--- src/rtl/byte_packer32_if.sv ---
// Handshake and data bundle between byte_packer32, its upstream
// byte selector and the downstream word consumer.
interface byte_packer32_if;
    logic        start;
    logic [7:0]  mux_in;
    logic [1:0]  sel_out;
    logic        busy;
    logic [31:0] word_out;
    logic        word_valid;
    logic        word_ready;

    // Environment side: drives requests and bytes, consumes words.
    modport master (
        output start, mux_in, word_ready,
        input  sel_out, busy, word_out, word_valid
    );

    // Packer side.
    modport slave (
        input  start, mux_in, word_ready,
        output sel_out, busy, word_out, word_valid
    );
endinterface

--- src/rtl/byte_packer32.sv ---
// Collects four bytes from a registered 4:1 selector into one word,
// then holds the word until the consumer accepts it.
module byte_packer32 #(
    parameter int LAT       = 2,
    parameter bit MSB_FIRST = 1'b0
) (
    input logic       clk,
    input logic       rst_n,
    byte_packer32_if.slave bus
);
    typedef enum logic [1:0] {IDLE, RUN, HOLD} state_t;

    localparam logic [1:0] TLAST = 2'(LAT - 1);

    state_t      st, st_n;
    logic [1:0]  sel, sel_n;
    logic [1:0]  ccnt, ccnt_n;
    logic [1:0]  tcnt, tcnt_n;
    logic        busy, busy_n;
    logic        vld, vld_n;
    logic [31:0] word, word_n;
    logic        go;

    // Next state: issue selects, capture lanes after LAT edges, hold.
    always_comb begin
        st_n   = st;
        sel_n  = sel;
        ccnt_n = ccnt;
        tcnt_n = tcnt;
        busy_n = busy;
        vld_n  = vld;
        word_n = word;
        go     = 1'b0;
        unique case (st)
            IDLE: go = bus.start;
            RUN: begin
                if (sel != 2'd3)
                    sel_n = sel + 2'd1;
                if (tcnt != TLAST) begin
                    tcnt_n = tcnt + 2'd1;
                end else begin
                    for (int k = 0; k < 4; k++)
                        if (ccnt == 2'(k))
                            word_n[8*(MSB_FIRST ? 3-k : k) +: 8] = bus.mux_in;
                    if (ccnt == 2'd3) begin
                        st_n   = HOLD;
                        busy_n = 1'b0;
                        vld_n  = 1'b1;
                    end else begin
                        ccnt_n = ccnt + 2'd1;
                    end
                end
            end
            HOLD: begin
                if (bus.word_ready) begin
                    vld_n = 1'b0;
                    st_n  = IDLE;
                    go    = bus.start;
                end
            end
            default: st_n = IDLE;
        endcase
        if (go) begin
            st_n   = RUN;
            sel_n  = 2'd0;
            busy_n = 1'b1;
            ccnt_n = 2'd0;
            tcnt_n = 2'd0;
        end
    end

    // State register; reset clears everything at once.
    always_ff @(posedge clk or negedge rst_n) begin
        if (!rst_n) begin
            st   <= IDLE;
            sel  <= 2'd0;
            ccnt <= 2'd0;
            tcnt <= 2'd0;
            busy <= 1'b0;
            vld  <= 1'b0;
            word <= 32'd0;
        end else begin
            st   <= st_n;
            sel  <= sel_n;
            ccnt <= ccnt_n;
            tcnt <= tcnt_n;
            busy <= busy_n;
            vld  <= vld_n;
            word <= word_n;
        end
    end

    assign bus.sel_out    = sel;
    assign bus.busy       = busy;
    assign bus.word_valid = vld;
    assign bus.word_out   = word;
endmodule

--- src/flat_wrapper.sv ---
// flat-port wrapper written by rule: the top's interface ports become plain ports
module byte_packer32_flat 
#(
    parameter int LAT       = 2,
    parameter bit MSB_FIRST = 1'b0
)
  (clk, rst_n, bus_start, bus_mux_in, bus_word_ready, bus_sel_out, bus_busy, bus_word_out, bus_word_valid);
  byte_packer32_if bus_i ();
  input logic clk;
  input logic rst_n;
  input wire logic [$bits(bus_i.start)-1:0] bus_start;
  input wire logic [$bits(bus_i.mux_in)-1:0] bus_mux_in;
  input wire logic [$bits(bus_i.word_ready)-1:0] bus_word_ready;
  output wire logic [$bits(bus_i.sel_out)-1:0] bus_sel_out;
  output wire logic [$bits(bus_i.busy)-1:0] bus_busy;
  output wire logic [$bits(bus_i.word_out)-1:0] bus_word_out;
  output wire logic [$bits(bus_i.word_valid)-1:0] bus_word_valid;
  assign bus_i.start = bus_start;
  assign bus_i.mux_in = bus_mux_in;
  assign bus_i.word_ready = bus_word_ready;
  assign bus_sel_out = bus_i.sel_out;
  assign bus_busy = bus_i.busy;
  assign bus_word_out = bus_i.word_out;
  assign bus_word_valid = bus_i.word_valid;
  byte_packer32 #(.LAT(LAT), .MSB_FIRST(MSB_FIRST)) u_core (.clk(clk), .rst_n(rst_n), .bus(bus_i));
endmodule
--- config.mk ---
export PLATFORM = sky130hd
export DESIGN_NAME = byte_packer32_flat
export DESIGN_NICKNAME = d
export VERILOG_FILES = /design/src/rtl/byte_packer32_if.sv /design/src/rtl/byte_packer32.sv /design/src/flat_wrapper.sv
export SDC_FILE = /design/constraint.sdc
export NUM_CORES = 1
export LEC_CHECK = 0
export ABC_AREA = 1
export BUFFER_PORTS_ARGS = -buffer_cell sky130_fd_sc_hd__buf_4
export CAP_MARGIN = 5
export CORE_AREA = 5 5 57 97
export DETAILED_ROUTE_END_ITERATION = 7
export DIE_AREA = 0 0 62 102
export SYNTH_ARGS = -nofsm -noshare
export SYNTH_HDL_FRONTEND = slang
export SYNTH_SLANG_ARGS = --single-unit
--- constraint.sdc ---
create_clock -name clk -period 1.68 [get_ports clk]
set_clock_uncertainty 0.2 [all_clocks]
set_input_delay 0.336 -clock clk [delete_from_list [all_inputs] [get_ports clk]]
set_output_delay 0.336 -clock clk [all_outputs]
set_load 0.01 [all_outputs]
==> reports/results.tsv <==
metric	value	unit
register share of total power	0.392	
RSZ-0062 raised after global routing	no	
Worst-Margin Slew	0.532	ns
maximum buffer depth of the clock tree	2	
Storage cell area	1050	um^2
final core occ	0.490	
CTS tree	done	
Max VDD drop	1.08	mV
Crit. Startpoint	u_core.tcnt[1]	
vias in the first global route	1274	
Avg Inst Size Synth	10.3	um^2
outcome	completed	
commonest non-fill, non-tap cell in the layout	buf_4	
PnR Total Power	0.00466	W
Remaining DRCs	0	
CP Class	reg2reg	
overall routing resource usage	0.132	
Peak Freq	650	MHz
crit path launch type	flip-flop	
minimum clock period	1.54	ns
Warnings, synthesis	0	
fillers	451	
die width	62	um
Routed Antenna Nets	0	
die extent in y	102	um
r2r setup slk	0.14	ns
drt initial violations	53	
GPL Wtd Cong	0.786	
TritonCTS Buffers	5	
Tcrit/Tclk final	0.915	
share of post-route cells with drive strength above 1	0.338	
Site Rows	33	
core area	4620	um^2
R2R Path Start	u_core.tcnt[1]	
reg-to-reg endpoint	u_core.bus.word_out[24]	
Hold Crit Class	in2reg	
Post-Syn Nets	191	
first-pass GRT wire length	6200	um
Vias	1303	
WL final	3690	um
post-synth cell types	16	
Fin Setup TNS	0	ns
internal power	0.00287	W
worst-path fanout max	19	
hpwl dp	2780	um
Die Area	6320	um^2
worst path required time	1.65	ns
# setup viols final	0	
area of the multi-input gates	617	um^2
sequential fraction of the synthesis area	0.588	
Root Driver	clkbuf_8	
Post-Place Setup Slack	0.141	ns
# H-tree levels	2	
Clk Latency, worst-skew pair	0.28	ns
Post-Syn Instances	173	
worst endpoint data arrival time	1.51	ns
routed len/inst	13.3	um
#FFs+latches synth	42	
clock share of power	0.142	
largest net degree at the start of global routing	43	
sw frac	0.385	
Final Max Slew Viols	0	
final-report hold violation count	0	
Max-cap violations	0	
Area contributors post-synth	dfrtp_1 (59%), nand2_1 (9.0%), o21ai_2 (7.3%)	
Yosys top cell area share	0.588	
IO Pins	48	
Area Overhead vs Synth	26.7	%
vias per cell	4.70	
Worst Slack Setup Final	0.142	ns
end of the critical path	u_core.bus.word_out[24]	
Worst Reg2Reg Path Length in Cells	7	
P_leak	1.23	nW
Cell Pwr Density	2060	nW/um^2
initial core utilization	0.387	
clk sink count	42	
kind of end point of the critical path	flip-flop	
net switching power	0.00180	W
total gr overflow	0	
most frequent cells in the layout	buf_4 (47), nand2_1 (43), dfrtp_1 (42), inv_1 (20), o21ai_1 (16)	
IO Port Bufs	47	
postcts setup bufs	0	
Synth area leader	dfrtp_1	
logic gate share of total power	0.466	
diodes inserted	0	
Rel. slew slack	0.645	
Mapped Area	1790	um^2
initial antenna violation count	0	
Net count, final	242	
Worst-path clk slew	0.07	ns
Pre-antenna DRT Iters	4	
[layout make-up]
cell class	count	share of cell area
Sequential cell	42	0.464
Inverter	20	0.0331
Clock buffer	6	0.0364
Timing Repair Buffer	48	0.160
Tap cell	52	0.0287
Clock inverter	2	0.00552
Multi-Input combinational cell	107	0.272
[power groups by stage]
stage	registers, W	clock network [W]	logic (W)
2_1_floorplan	0.00201	0	0.00112
3_3_place_gp	0.00185	0	0.00216
3_5_place_dp	0.00186	0	0.00221
4_1_cts	0.00184	0.000689	0.00222
5_1_grt	0.00190	0.000737	0.00246
6_report	0.00183	0.000662	0.00217
[metal layers]
metal / up-vias / track usage / part of all wire
met3: 6 / 0.0329 / 0.059
met2: 27 / 0.226 / 0.56
met1: 614 / 0.155 / 0.37
met4: 0 / 0.0490 / 0.015
met5: - / 0 / 0
li1: 656 / - / -
[per-stage QoR]
| stage | cells | area [um^2] | hold slack, ns |
|---|---|---|---|
| after global routing | 277 | 2270 | 0.142 |
| after detailed placement | 268 | 2160 | 0.157 |
| final | 277 | 2270 | 0.142 |
| after floorplan | 173 | 1790 | -0.160 |
| after CTS | 277 | 2270 | 0.135 |
| after global placement | 268 | 2160 | 0.160 |
[logic make-up (layout without fill, tap and decap cells)]
| family | count (synthesis) | count (layout) | share of synthesized area |
|---|---|---|---|
| AOI/OAI and AO/OA | 38 | 38 | 0.139 |
| DFF | 42 | 42 | 0.588 |
| buffers and inverters | 24 | 76 | 0.0672 |
| and+or+nand+nor | 63 | 63 | 0.164 |
| adders and majority gates | 6 | 6 | 0.0420 |
[worst min path at each step]
| stage | startpoint | end | slack (ns) | cells past startpoint |
|---|---|---|---|---|
| 3_5_place_dp | rst_n | u_core.ccnt[0] | 0.16 | 1 |
| 4_1_cts | bus_word_ready | u_core.st[1] | 0.14 | 4 |
| 2_1_floorplan | rst_n | u_core.bus.busy | -0.16 | 0 |
| 6_report | bus_word_ready | u_core.st[1] | 0.14 | 4 |
| 5_1_grt | bus_word_ready | u_core.st[1] | 0.14 | 4 |
| 3_3_place_gp | rst_n | u_core.bus.sel_out[0] | 0.16 | 1 |
[critical path, stage by stage, from the launching register on]
cell     delay, ns
dfrtp_1       0.38
inv_1         0.06
ha_1          0.15
inv_1         0.10
nor2_8        0.19
nand2_4       0.17
nand2_1       0.11
o21ai_2       0.05
[timing repair]
action | in CTS | in global routing
hold buffers | 1 | 0
endpoints found under the hold margin | 42 | 0
resized for setup | 0 | 0
[cell usage after synthesis]
master,number
nand4_1,1
dfrtp_1,42
nand2_1,43
o21ai_2,15
nor2_8,1
inv_1,20
ha_1,6
nand2_4,4
nand2_2,1
o21ai_0,6
buf_6,4
nor3_1,1
nor2_1,9
o21ai_1,16
o211ai_1,1
nand3_1,3
[flip-flops by register name, summed over array words and instances, names as in the netlist]
register / count
u_core.bus.word_valid: 1
u_core.bus.word_out: 32
u_core.st: 2
u_core.bus.sel_out: 2
u_core.bus.busy: 1
u_core.tcnt: 2
u_core.ccnt: 2
(Power assumes the default switching activity.)
